$ cat config.mk
export PLATFORM = sky130hd
export DESIGN_NAME = dmem_arbiter
export DESIGN_NICKNAME = d
export VERILOG_FILES = /design/src/rtl/dmem_arbiter.sv
export SDC_FILE = /design/constraint.sdc
export NUM_CORES = 1
export LEC_CHECK = 0
export CAP_MARGIN = 10
export CORE_MARGIN = 2
export CORE_UTILIZATION = 40
export DETAILED_ROUTE_END_ITERATION = 12
export PLACE_DENSITY = 0.82
export SYNTH_ARGS = -nofsm -noshare
export SYNTH_HDL_FRONTEND = slang
export SYNTH_SLANG_ARGS = --single-unit
$ cat constraint.sdc
create_clock -name clk -period 5.4 [get_ports clk]
set_clock_uncertainty 0.2 [all_clocks]
set_input_delay 0.54 -clock clk [delete_from_list [all_inputs] [get_ports clk]]
set_output_delay 0.54 -clock clk [all_outputs]
set_load 0.005 [all_outputs]
$ cat src/rtl/dmem_arbiter.sv
// Two-port round-robin arbiter in front of a single-ported data memory.
// One transaction in flight: IDLE (arbitrate/accept) -> ACCESS (one memory cycle) -> RESP (hold until taken).
`ifndef XLEN
`define XLEN 32
`endif

module dmem_arbiter #(
    parameter int unsigned MEM_BYTES = 1024
) (
    input  logic              clk,
    input  logic              rst,
    input  logic              p0_req_valid,
    output logic              p0_req_ready,
    input  logic [`XLEN-1:0]  p0_req_addr,
    input  logic [`XLEN-1:0]  p0_req_wdata,
    input  logic              p0_req_we,
    output logic              p0_resp_valid,
    input  logic              p0_resp_ready,
    output logic [`XLEN-1:0]  p0_resp_rdata,
    output logic              p0_resp_err,
    input  logic              p1_req_valid,
    output logic              p1_req_ready,
    input  logic [`XLEN-1:0]  p1_req_addr,
    input  logic [`XLEN-1:0]  p1_req_wdata,
    input  logic              p1_req_we,
    output logic              p1_resp_valid,
    input  logic              p1_resp_ready,
    output logic [`XLEN-1:0]  p1_resp_rdata,
    output logic              p1_resp_err,
    output logic [`XLEN-1:0]  mem_addr,
    output logic [`XLEN-1:0]  mem_write_data,
    input  logic [`XLEN-1:0]  mem_read_data,
    output logic              write_en,
    output logic              mem_en
);
    localparam int unsigned XLEN = `XLEN;
    localparam logic [XLEN-1:0] MAX_ADDR = XLEN'(MEM_BYTES - 4);

    typedef enum logic [1:0] {IDLE, ACCESS, RESP} state_t;

    state_t            state, state_nxt;
    logic              last_grant;
    logic              grant_c;
    logic              accept_c;
    logic              in_range_c;
    logic [XLEN-1:0]   lat_addr;
    logic [XLEN-1:0]   lat_wdata;
    logic              lat_we;
    logic              lat_port;
    logic [XLEN-1:0]   resp_data;
    logic              resp_err;

    assign in_range_c = (lat_addr <= MAX_ADDR);

    // State register
    always_ff @(posedge clk or posedge rst) begin
        if (rst) state <= IDLE;
        else     state <= state_nxt;
    end

    // Next state, arbitration and all state-decoded outputs
    always_comb begin
        state_nxt      = state;
        grant_c        = 1'b0;
        accept_c       = 1'b0;
        p0_req_ready   = 1'b0;
        p1_req_ready   = 1'b0;
        p0_resp_valid  = 1'b0;
        p1_resp_valid  = 1'b0;
        p0_resp_rdata  = '0;
        p1_resp_rdata  = '0;
        p0_resp_err    = 1'b0;
        p1_resp_err    = 1'b0;
        mem_en         = 1'b0;
        write_en       = 1'b0;
        mem_addr       = '0;
        mem_write_data = '0;
        case (state)
            IDLE: begin
                // Contention goes to the port not granted last; otherwise the lone requester wins
                if (p0_req_valid && p1_req_valid) grant_c = ~last_grant;
                else                              grant_c = p1_req_valid;
                p0_req_ready = !rst && p0_req_valid && !grant_c;
                p1_req_ready = !rst && p1_req_valid && grant_c;
                accept_c     = p0_req_ready || p1_req_ready;
                if (accept_c) state_nxt = ACCESS;
            end
            ACCESS: begin
                mem_en         = in_range_c;
                write_en       = in_range_c && lat_we;
                mem_addr       = lat_addr;
                mem_write_data = lat_wdata;
                state_nxt      = RESP;
            end
            RESP: begin
                p0_resp_valid = !lat_port;
                p1_resp_valid = lat_port;
                if (lat_port) begin
                    p1_resp_rdata = resp_data;
                    p1_resp_err   = resp_err;
                    if (p1_resp_ready) state_nxt = IDLE;
                end else begin
                    p0_resp_rdata = resp_data;
                    p0_resp_err   = resp_err;
                    if (p0_resp_ready) state_nxt = IDLE;
                end
            end
            default: state_nxt = IDLE;
        endcase
    end

    // Request latch, grant history and response register
    always_ff @(posedge clk or posedge rst) begin
        if (rst) begin
            last_grant <= 1'b1;
            lat_addr   <= '0;
            lat_wdata  <= '0;
            lat_we     <= 1'b0;
            lat_port   <= 1'b0;
            resp_data  <= '0;
            resp_err   <= 1'b0;
        end else begin
            if (accept_c) begin
                last_grant <= grant_c;
                lat_port   <= grant_c;
                lat_addr   <= grant_c ? p1_req_addr  : p0_req_addr;
                lat_wdata  <= grant_c ? p1_req_wdata : p0_req_wdata;
                lat_we     <= grant_c ? p1_req_we    : p0_req_we;
            end
            if (state == ACCESS) begin
                resp_err  <= !in_range_c;
                resp_data <= (in_range_c && !lat_we) ? mem_read_data : '0;
            end
        end
    end
endmodule

# After elaboration in Yosys (flattened, before gate mapping)
# Cells that the tools add are included.
# totals
ff_bits	102
# op_classes
magnitude_cmp	1
n_eq_ne	5
n_mux	29
bitwise_logic	1
reduce_logical	15
# op_table
op	count
2-to-1 mux 32 bit	9
<= comparator 32 x 10 -> 1 bit (second input constant)	1
2-to-1 mux 1 bit	15
2-to-1 mux 2 bit	4
logical AND 1 bit	7
!= test 3 bit (second input constant)	2
case mux 2 bit (3 select lines)	1
zero test 1 bit	5
AND reduction 3 bit	1
== test 2 x 1 -> 1 bit (second input constant)	1
== test 2 bit (second input constant)	1
zero test 2 bit	1
!= test 2 bit (second input constant)	1
logical OR 1 bit	1
NOT 1 bit	1

# Depth between registers and ports, before layout
# Gate-level depths: netlist of the first run.
# depth
depth_word	8
mapped_depth	6

# Worst setup path before layout of the first run
# Ideal clock, no wire load.
# synth_path
path_kind	input-to-output
startpoint	input rst
endpoint	output p1_req_ready
t_arrival_ns	3.871
setup_slack_ns	0.789
path_stages	4
cell_sequence	inv_1 > nand3_1 > clkbuf_1 > inv_1
# synth_via
elab_chain_cells	4
# synth_rtl
item	line_no	rtl
from (decl)	11	input logic rst,
zero test 1 bit (no line)	-	
logical AND 1 bit (2 in series)	84	p1_req_ready = !rst && p1_req_valid && grant_c;
2-to-1 mux 1 bit	78	case (state)
to (decl)	22	output logic p1_req_ready,
# Every way passes these cells.

# Worst setup path after layout of the first run
# layout_path
startpoint	register state[1]
endpoint	output mem_en
# layout_via
elab_chain_cells	2
# layout_rtl
item	line_no	rtl
from (decl)	41	state_t state, state_nxt;
from (signal assigned)	58	else state <= state_nxt;
== test 2 x 1 -> 1 bit	78	
2-to-1 mux 1 bit	78	
to (decl)	34	output logic mem_en
# Every way passes these cells.

==> flow_summary_export.csv, run 1 <==
group,metric,value,unit
route,dr.pass1.iters,5,
clocking,clk_path_buf_depth,2,
hold_path,hold_depth,2,
timing,hold_viol,0,
setup_path,worst-endpoint-required,4.66,ns
timing,fin_hold_ws,0.2960,ns
floorplan,io_pins,304,
logic_synthesis,synth_common_cells,"130 x and2_1, 101 x dfrtp_1, 57 x clkbuf_1",
setup_path,critPathMaxFanout,35,
route,wl,19.74,mm
setup_path,worst_path_max_delay_cell,"clkdlybuf4s50_1",
final_layout,nFillCells,1081,
grt,overflow,0,
route,num_vias,5903,
clocking,root_buffer,"clkbuf_16",
route,routed_via_density,5.698,
grt,antenna_found_initial,1,
logic_synthesis,yosysMostFrequentCell,"and2_1",
timing,setup_ws,1.657,ns
final_layout,postLayoutCoreUtil,66.00,%
grt,grt_pass1_vias,5631,
setup_path,path_depth,6,
timing,tns,0,ns
route,drc_errors,0,
grt,track_usage,25.01,%
logic_synthesis,postSynth.asyncResetShare,100.0,%
power_and_ir_drop,vdd_drop_max,0.0001986,V
floorplan,rows,43,
logic_synthesis,synth_cell_types,29,
logic_synthesis,synth_area_leaders,"dfrtp_1 44%, and2_1 14%, o221a_2 10%",
final_layout,areaGrowthSynthToFinish,60.38,%
logic_synthesis,synth_top_area_share,44.08,%
power_and_ir_drop,powerDensity,359.3,mW/mm^2
setup_path,cp-end-kind,"output port",
route,drt-initial-drc-count,523,
timing,period_share,69.32,%
setup_path,worstPathCellList,"nor2b_4, buf_4, nand3_1, buf_4, nor3_1, clkdlybuf4s50_1",
floorplan,die_area,0.01531,sq mm
clocking,clock-sinks,102,
logic_synthesis,synth.avg_cell_area,9.752,sq um
grt,grt_pass1_wl,29.83,mm
placed_design,port_buffers,303,
timing,rsz0062_at_grt,"false",
clocking,cts-resized-gates,0,
final_layout,nets,1018,
timing,slew_headroom,21.52,%
timing,fmax,267.2,MHz
logic_synthesis,syn_inst,588,
floorplan,core-area,0.01393,sq mm
placed_design,dp_hpwl,14.13,mm
logic_synthesis,synth_area,0.005734,sq mm
clocking,cts_hold_buf,0,
timing,finalSetupViolations,0,
route,wl_per_cell,19.05,um
clocking,cts_tree,"built",
power_and_ir_drop,cellLeakagePower,0.003540,uW
setup_path,startpoint_type,"flip-flop",
placed_design,gp_congestion,0.8807,
clocking,post_cts_buffers,0,
setup_path,arrival,3.00,ns
placed_design,pre_cts_ws,1.871,ns
setup_path,cp_num_buf_inv,3,
run_status,outcome,"finished, final reports clean",
logic_synthesis,synth_edf_count,0,
logic_synthesis,ys_seq_elements,102,
run,maxCapViolCount,0,
grt,grt_max_degree,82,
setup_path,path_class,"flip-flop to output port",
floorplan,start_util,41.15,%
logic_synthesis,syn_nets,756,
setup_path,crit_top_cell,"buf_4",
timing,min_period,3.743,ns
logic_synthesis,synthFlopType,"dfrtp_1",
floorplan,fp.dieH,123.7,um
setup_path,crit_family,"buffers and inverters",
final_layout,drive_gt1_share,10.53,%
logic_synthesis,synth_warnings,0,
timing,maxSlewViolCount,0,
clocking,htree_levels,3,
route,final_antenna_net_count,0,
logic_synthesis,ys_seq_area_share,44.53,%
clocking,clk_latency,0.34,ns
setup_path,worstRegToRegCells,3,
hold_path,hold_path.class,"flip-flop to flip-flop",
timing,worst_slew_pin_slew,1.177,ns
setup_path,slowest_delay,0.55,ns
floorplan,die_w,123.7,um
clocking,cts_made_buffers,9,
clocking,clk_pin_slew_worst_paths,0.07,ns
logic_synthesis,synth_area_leader_cell,"dfrtp_1",
[cell families after synthesis]
kind of cell    Yosys count  synth area share, %
compound gates          214                30.96
simple gates            200                19.46
flops                   102                44.53
buf+inv                  71                4.844
mux                       1               0.1964
[sequential cells by signal, indices dropped and copies added, names as in the netlist]
signal	cells
state	2
lat_port	1
resp_err	1
lat_we	1
lat_addr	32
last_grant	1
lat_wdata	32
resp_data	32
[metrics by stage]
stage               cells  cell area [sq um]  total power (uW)
global route         1035               9194              3506
floorplan             588               5734              2010
finish               1036               9196              3304
CTS                  1033               9151              3290
global placement     1017               8864              2596
detailed placement   1017               8864              2652
[worst min-delay path: cells and delay by family, from the launching register on]
kind	cells	cell delay, ns
simple gates	1	0.05
flops	1	0.36
compound gates	1	0.05
[path summary, 6_finish.rpt]
check | start | end | slack [ns]
setup / recovery | state[1]$_DFFE_PP0P_ | mem_en | 1.66
min in group asynchronous | rst | lat_wdata[19]$_DFFE_PP0P_ | 0.35
setup reg to reg | state[1]$_DFFE_PP0P_ | lat_wdata[9]$_DFFE_PP0P_ | 2.73
hold reg to reg | resp_data[3]$_DFFE_PP0N_ | resp_data[3]$_DFFE_PP0N_ | 0.30
hold / removal | resp_data[3]$_DFFE_PP0N_ | resp_data[3]$_DFFE_PP0N_ | 0.30
max in group asynchronous | rst | lat_addr[20]$_DFFE_PP0P_ | 3.29
[cell type report]
type	count	area (sq um)	area share, %
inverters	6	25.02	0.2721
repair buffers	316	3158	34.34
diodes	1	2.502	0.02721
flip-flops and latches	102	2554	27.77
clock buffers	13	270.3	2.939
multi-input cells	415	2944	32.01
well taps	180	225.2	2.449
clock inverters	3	17.52	0.1905
[cells in the final DEF, fill, tap and decap left out, drive strengths merged, types with 2 or more instances in the layout]
master and count:
nor2 19, clkbuf 13, clkinv 2, nand2 33
a21oi 13, clkdlybuf4s50 303, o311ai 32, inv 6
nand2b 2, nand3 2, nand4 3, o21bai 52
dfrtp 101, nor3 2, and2 130, o221a 52
buf 13, o21ai 16, o31ai 45, nor4 6
[power breakdown]
group | switching (uW) | internal [uW]
sequential | 164 | 1020
clock | 277 | 349
combinational | 689 | 808
total | 1130 | 2170
[per-layer routing]
layer / up-vias / GRT usage [%] / part of all wire (%)
li1: 2696 / - / -
met4: 2 / 9.233 / 2.4
met3: 39 / 5.357 / 8.3
met2: 300 / 41.24 / 48
met1: 2866 / 32.38 / 41
met5: - / 0 / 0.066
(Power assumes the default switching activity.)
==> run 2, diff against run 1 <==
==> constraint.sdc (replaced) <==
create_clock -name clk -period 3.9 [get_ports clk]
set_clock_uncertainty 0.2 [all_clocks]
set_input_delay 0.39 -clock clk [delete_from_list [all_inputs] [get_ports clk]]
set_output_delay 0.39 -clock clk [all_outputs]
set_load 0.005 [all_outputs]
==> run 2 against run 1 <==
Against the previous run: design area decreased by 0.24%; register-to-register slack got worse by 1.2 ns; cell count about the same; utilization decreased by 0.16 points; wire length increased by 4.0%; die area unchanged; clock power increased by 33%; power increased by 38%; critical endpoint is now write_en; largest cell class unchanged.
==> flow_summary_export.csv, run 2 (synthesis results as in run 1) <==
group,metric,value,unit
timing,slew_headroom,17.60,%
route,final_antenna_net_count,0,
final_layout,antenna_cells,0,
power_and_ir_drop,seqPwrFrac,36.4,%
setup_path,slowest_delay,0.60,ns
clocking,cts_made_buffers,9,
floorplan,io_pins,304,
clocking,cts_tree,"built",
final_layout,reg_top3,"lat_addr (32), lat_wdata (32), resp_data (32)",
final_layout,postLayoutCoreUtil,65.83,%
floorplan,start_util,41.15,%
timing,worst_slew_pin_slew,1.236,ns
setup_path,cp_num_buf_inv,2,
clocking,post_cts_buffers,0,
floorplan,die_w,123.7,um
hold_path,hold_path.class,"input port to asynchronous set/reset pin",
route,num_vias,5890,
setup_path,worst-endpoint-required,3.31,ns
power_and_ir_drop,vdd_drop_max,0.0002422,V
route,wl_met3,1.776,mm
run,maxCapViolCount,0,
final_layout,mostFrequentLayoutCells,"303 x clkdlybuf4s50_1, 130 x and2_1, 101 x dfrtp_1, 52 x o21bai_1, 52 x o221a_2",
clocking,clock-sinks,102,
setup_path,critPathMaxFanout,35,
power_and_ir_drop,powerDensity,496.3,mW/mm^2
setup_path,rrSetupSlack,1.55,ns
grt,antenna_found_initial,0,
power_and_ir_drop,p_int,2960,uW
placed_design,port_buffers,303,
timing,min_period,3.026,ns
clocking,htree_levels,3,
placed_design,dp_hpwl,14.75,mm
timing,hold_viol,0,
setup_path,crit_family,"buffers and inverters",
grt,grt_pass1_wl,31.15,mm
clocking,cts-resized-gates,0,
grt,grt_pass1_vias,5903,
run_status,outcome,"finished, final reports clean",
timing,fmax,330.4,MHz
floorplan,core-area,0.01393,sq mm
route,highest_layer,"met4",
floorplan,die_area,0.01531,sq mm
power_and_ir_drop,cellLeakagePower,0.003528,uW
setup_path,path_class,"flip-flop to output port",
route,routed_via_density,5.680,
power_and_ir_drop,clkPwrFrac,18.3,%
timing,rsz0062_at_grt,"false",
route,dr_wl_met2,10.21,mm
power_and_ir_drop,p_sw,1593,uW
timing,maxSlewViolCount,0,
final_layout,final_common_cell,"clkdlybuf4s50_1",
clocking,cts_hold_buf,0,
setup_path,startpoint_type,"flip-flop",
grt,overflow,0,
final_layout,areaGrowthSynthToFinish,59.98,%
route,wl,20.53,mm
setup_path,crit_top_cell,"nor4_1",
route,dr.pass1.iters,5,
grt,track_usage,26.30,%
timing,finalSetupViolations,0,
setup_path,worstPathCellList,"nor4_1, nand4_1, buf_4, nor4_1, clkdlybuf4s50_1",
route,drt-initial-drc-count,506,
route,drc_errors,0,
timing,period_share,77.60,%
floorplan,rows,43,
floorplan,fp.dieH,123.7,um
setup_path,worst_path_max_delay_cell,"clkdlybuf4s50_1",
setup_path,arrival,2.44,ns
final_layout,nets,1022,
power_and_ir_drop,comb_power_share,45.4,%
power_and_ir_drop,swShare,34.98,%
route,wl_met1,8.091,mm
timing,tns,0,ns
clocking,clk_pin_slew_worst_paths,0.07,ns
grt,grt_max_degree,66,
clocking,clk_path_buf_depth,2,
clocking,clk_latency,0.34,ns
route,wl_per_cell,19.79,um
placed_design,gp_congestion,0.8888,
final_layout,nFillCells,1082,
final_layout,drive_gt1_share,10.85,%
setup_path,cp-end-kind,"output port",
clocking,root_buffer,"clkbuf_16",
run 2: area by class of cell:
type	instances	area, sq um	area share, %
Clock inverter	4	25.02	0.2728
Sequential cell	102	2554	27.84
Clock buffer	10	239.0	2.605
Timing Repair Buffer	320	3161	34.45
Inverter	6	26.28	0.2864
Tap cell	180	225.2	2.455
Multi-Input combinational cell	415	2944	32.09
run 2: worst paths after layout:
path                                           startpoint                   endpoint  cells past startpoint
worst max register to register       state[1]$_DFFE_PP0P_  lat_wdata[16]$_DFFE_PP0P_                      3
worst min-delay path                                  rst  lat_wdata[13]$_DFFE_PP0P_                      2
max in group asynchronous                             rst       state[0]$_DFFE_PP0P_                      4
worst min register to register  resp_data[10]$_DFFE_PP0N_  resp_data[10]$_DFFE_PP0N_                      2
worst max-delay path             lat_addr[24]$_DFFE_PP0P_                   write_en                      5
min in group clk                resp_data[10]$_DFFE_PP0N_  resp_data[10]$_DFFE_PP0N_                      2
run 2: power groups by stage:
stage | Sequential [uW] | Clock, uW | Combinational [uW]
after CTS | 1650 | 847 | 2070
final | 1660 | 831 | 2060
after global routing | 1700 | 884 | 2240
after detailed placement | 1660 | 0 | 2060
after floorplan | 1550 | 0 | 1230
after global placement | 1650 | 0 | 1990
run 2: metal layers:
| layer | up-vias | GRT usage (%) |
|---|---|---|
| met2 | 311 | 44.75 |
| met5 | - | 0 |
| met1 | 2842 | 32.91 |
| li1 | 2705 | - |
| met3 | 32 | 6.410 |
| met4 | 0 | 8.381 |
run 2: metrics by stage:
stage               setup slack, ns  instances  total power (uW)  cell area (sq um)  hold slack, ns
finish                       0.8736       1037              4553               9174          0.1642
detailed placement            1.171       1023              3720               8910          0.2748
global placement              1.212       1023              3645               8910          0.2724
CTS                          0.8784       1037              4571               9174          0.1572
floorplan                    0.3649        588              2783               5738          0.2540
global route                 0.6533       1037              4827               9174          0.1715
==> run 3, diff against run 2 <==
==> constraint.sdc (replaced) <==
create_clock -name clk -period 3.1 [get_ports clk]
set_clock_uncertainty 0.2 [all_clocks]
set_input_delay 0.31 -clock clk [delete_from_list [all_inputs] [get_ports clk]]
set_output_delay 0.31 -clock clk [all_outputs]
set_load 0.005 [all_outputs]
==> run 3 against run 2 <==
Against the previous run: via count up 0.71%; first-iteration DRC count up 5.3%; design area up 1.3%; register-to-register slack worse by 0.78 ns; cell count up 0.68%; power up 31%; die area unchanged; largest cell class unchanged; highest routed layer unchanged.
==> flow_summary_export.csv, run 3 (synthesis results as in run 1) <==
group,metric,value,unit
power_and_ir_drop,seqPwrFrac,34.8,%
final_layout,design_area,0.009294,sq mm
setup_path,crit_family,"buffers and inverters",
grt,grt_pass1_wl,32.39,mm
timing,hold_viol,0,
setup_path,startpoint_type,"flip-flop",
route,wl_per_cell,20.05,um
placed_design,pre_cts_ws,0.4771,ns
power_and_ir_drop,clkPwrFrac,20.9,%
floorplan,core-area,0.01393,sq mm
setup_path,slowest_delay,0.56,ns
timing,fmax,335.0,MHz
final_layout,instances_no_fill,1044,
timing,rsz0062_at_grt,"false",
setup_path,worst-endpoint-required,2.59,ns
placed_design,dp_hpwl,15.14,mm
setup_path,path_class,"flip-flop to output port",
grt,overflow,0,
setup_path,critPathMaxFanout,35,
power_and_ir_drop,p_int,3953,uW
route,routed_via_density,5.682,
clocking,clk_pin_slew_worst_paths,0.07,ns
clocking,clock-sinks,102,
power_and_ir_drop,cellLeakagePower,0.003586,uW
run,maxCapViolCount,0,
clocking,htree_levels,3,
final_layout,mostFrequentLayoutCells,"303 x clkdlybuf4s50_1, 130 x and2_1, 101 x dfrtp_1, 52 x o21bai_1, 52 x o221a_2",
setup_path,worst_path_max_delay_cell,"clkdlybuf4s50_1",
final_layout,nets,1027,
final_layout,reg_top3,"lat_addr (32), lat_wdata (32), resp_data (32)",
floorplan,fp.dieH,123.7,um
timing,maxSlewViolCount,0,
placed_design,placed_area,0.008960,sq mm
clocking,clk_latency,0.34,ns
placed_design,port_buffers,303,
placed_design,gp_congestion,0.8875,
route,drt-initial-drc-count,533,
route,drc_errors,0,
power_and_ir_drop,fin_total_pwr,5979,uW
grt,track_usage,27.44,%
clocking,cts_made_buffers,9,
floorplan,start_util,41.15,%
route,num_vias,5932,
grt,grt_pass1_vias,6115,
route,final_antenna_net_count,0,
power_and_ir_drop,comb_power_share,44.2,%
timing,slew_headroom,55.57,%
setup_path,cp_num_buf_inv,2,
clocking,cts_hold_buf,0,
timing,min_period,2.985,ns
floorplan,die_w,123.7,um
clocking,clk_path_buf_depth,2,
power_and_ir_drop,swShare,33.89,%
grt,grt_max_degree,55,
clocking,root_buffer,"clkbuf_16",
route,dr.pass1.iters,5,
clocking,cts-resized-gates,0,
hold_path,hold_path.class,"input port to asynchronous set/reset pin",
final_layout,areaGrowthSynthToFinish,62.08,%
grt,antenna_found_initial,0,
final_layout,drive_gt1_share,11.81,%
floorplan,rows,43,
final_layout,final_common_cell,"clkdlybuf4s50_1",
power_and_ir_drop,vdd_drop_max,0.0003514,V
setup_path,crit_start,"lat_addr[11]$_DFFE_PP0P_",
floorplan,io_pins,304,
final_layout,antenna_cells,0,
timing,finalSetupViolations,0,
clocking,post_cts_buffers,0,
timing,worst_slew_pin_slew,0.6665,ns
setup_path,worstPathCellList,"nor4_1, nand4_1, buf_4, nor3_1, clkdlybuf4s50_1",
setup_path,r2r_start,"state[1]$_DFFE_PP0P_",
route,wl,20.94,mm
setup_path,cp-end-kind,"output port",
power_and_ir_drop,p_sw,2026,uW
placed_design,dp.cells,1028,
setup_path,arrival,2.48,ns
clocking,cts_tree,"built",
run_status,outcome,"finished, final reports clean",
timing,setup_ws,0.1150,ns
floorplan,die_area,0.01531,sq mm
timing,period_share,96.29,%
power_and_ir_drop,powerDensity,643.3,mW/mm^2
-- run 3: changes by cell type in the layout (fill, tap and decap cells not counted), sizes merged --
cell      previous run  this run
buf                 17        22
bufinv               0         2
clkbuf              10        11
clkinvlp             3         2
-- run 3: path summary, 6_finish.rpt --
kind | endpoint | slack [ns] | cells past startpoint
worst max-delay path | mem_en | 0.11 | 5
worst min-delay path | lat_wdata[12]$_DFFE_PP0P_ | 0.1 | 2
worst max register to register | lat_wdata[16]$_DFFE_PP0P_ | 0.77 | 3
worst min register to register | resp_data[30]$_DFFE_PP0N_ | 0.29 | 2
max in group asynchronous | lat_addr[15]$_DFFE_PP0P_ | 1.04 | 4
min in group clk | resp_data[30]$_DFFE_PP0N_ | 0.29 | 2
-- run 3: area by class of cell --
cell class	instances	area, sq um
multi-input cells	415	2944
clock buffers	11	252.7
inverters	6	26.28
flip-flops and latches	102	2554
repair buffers	325	3211
fillers	1106	4641
clock inverters	5	81.33
well taps	180	225.2
-- run 3: metal layers --
| metal | track usage (%) | wire length (um) | up-vias | share of wire, % |
|---|---|---|---|---|
| li1 | - | - | 2729 | - |
| met1 | 33.58 | 8107 | 2826 | 39 |
| met3 | 6.273 | 1789 | 54 | 8.5 |
| met4 | 12.50 | 814 | 0 | 3.9 |
| met5 | 0 | 0 | - | 0 |
| met2 | 46.09 | 10230 | 323 | 49 |
-- run 3: per-stage QoR --
step | hold WS [ns] | util [%] | setup TNS [ns]
after floorplan | 0.2540 | - | -5.646
after global placement | 0.2692 | 64.30 | 0
after detailed placement | 0.2754 | 64.30 | 0
after CTS | 0.08634 | 66.70 | 0
after global routing | 0.09803 | 66.70 | 0
final | 0.09969 | 66.70 | 0
-- run 3: power groups by stage --
| stage | Sequential, uW | Clock (uW) | Combinational (uW) |
|---|---|---|---|
| 5_1_grt | 2130 | 1320 | 2890 |
| 3_5_place_dp | 2090 | 0 | 2640 |
| 6_report | 2080 | 1250 | 2640 |
| 3_3_place_gp | 2070 | 0 | 2560 |
| 2_1_floorplan | 1950 | 0 | 1560 |
| 4_1_cts | 2080 | 1270 | 2660 |
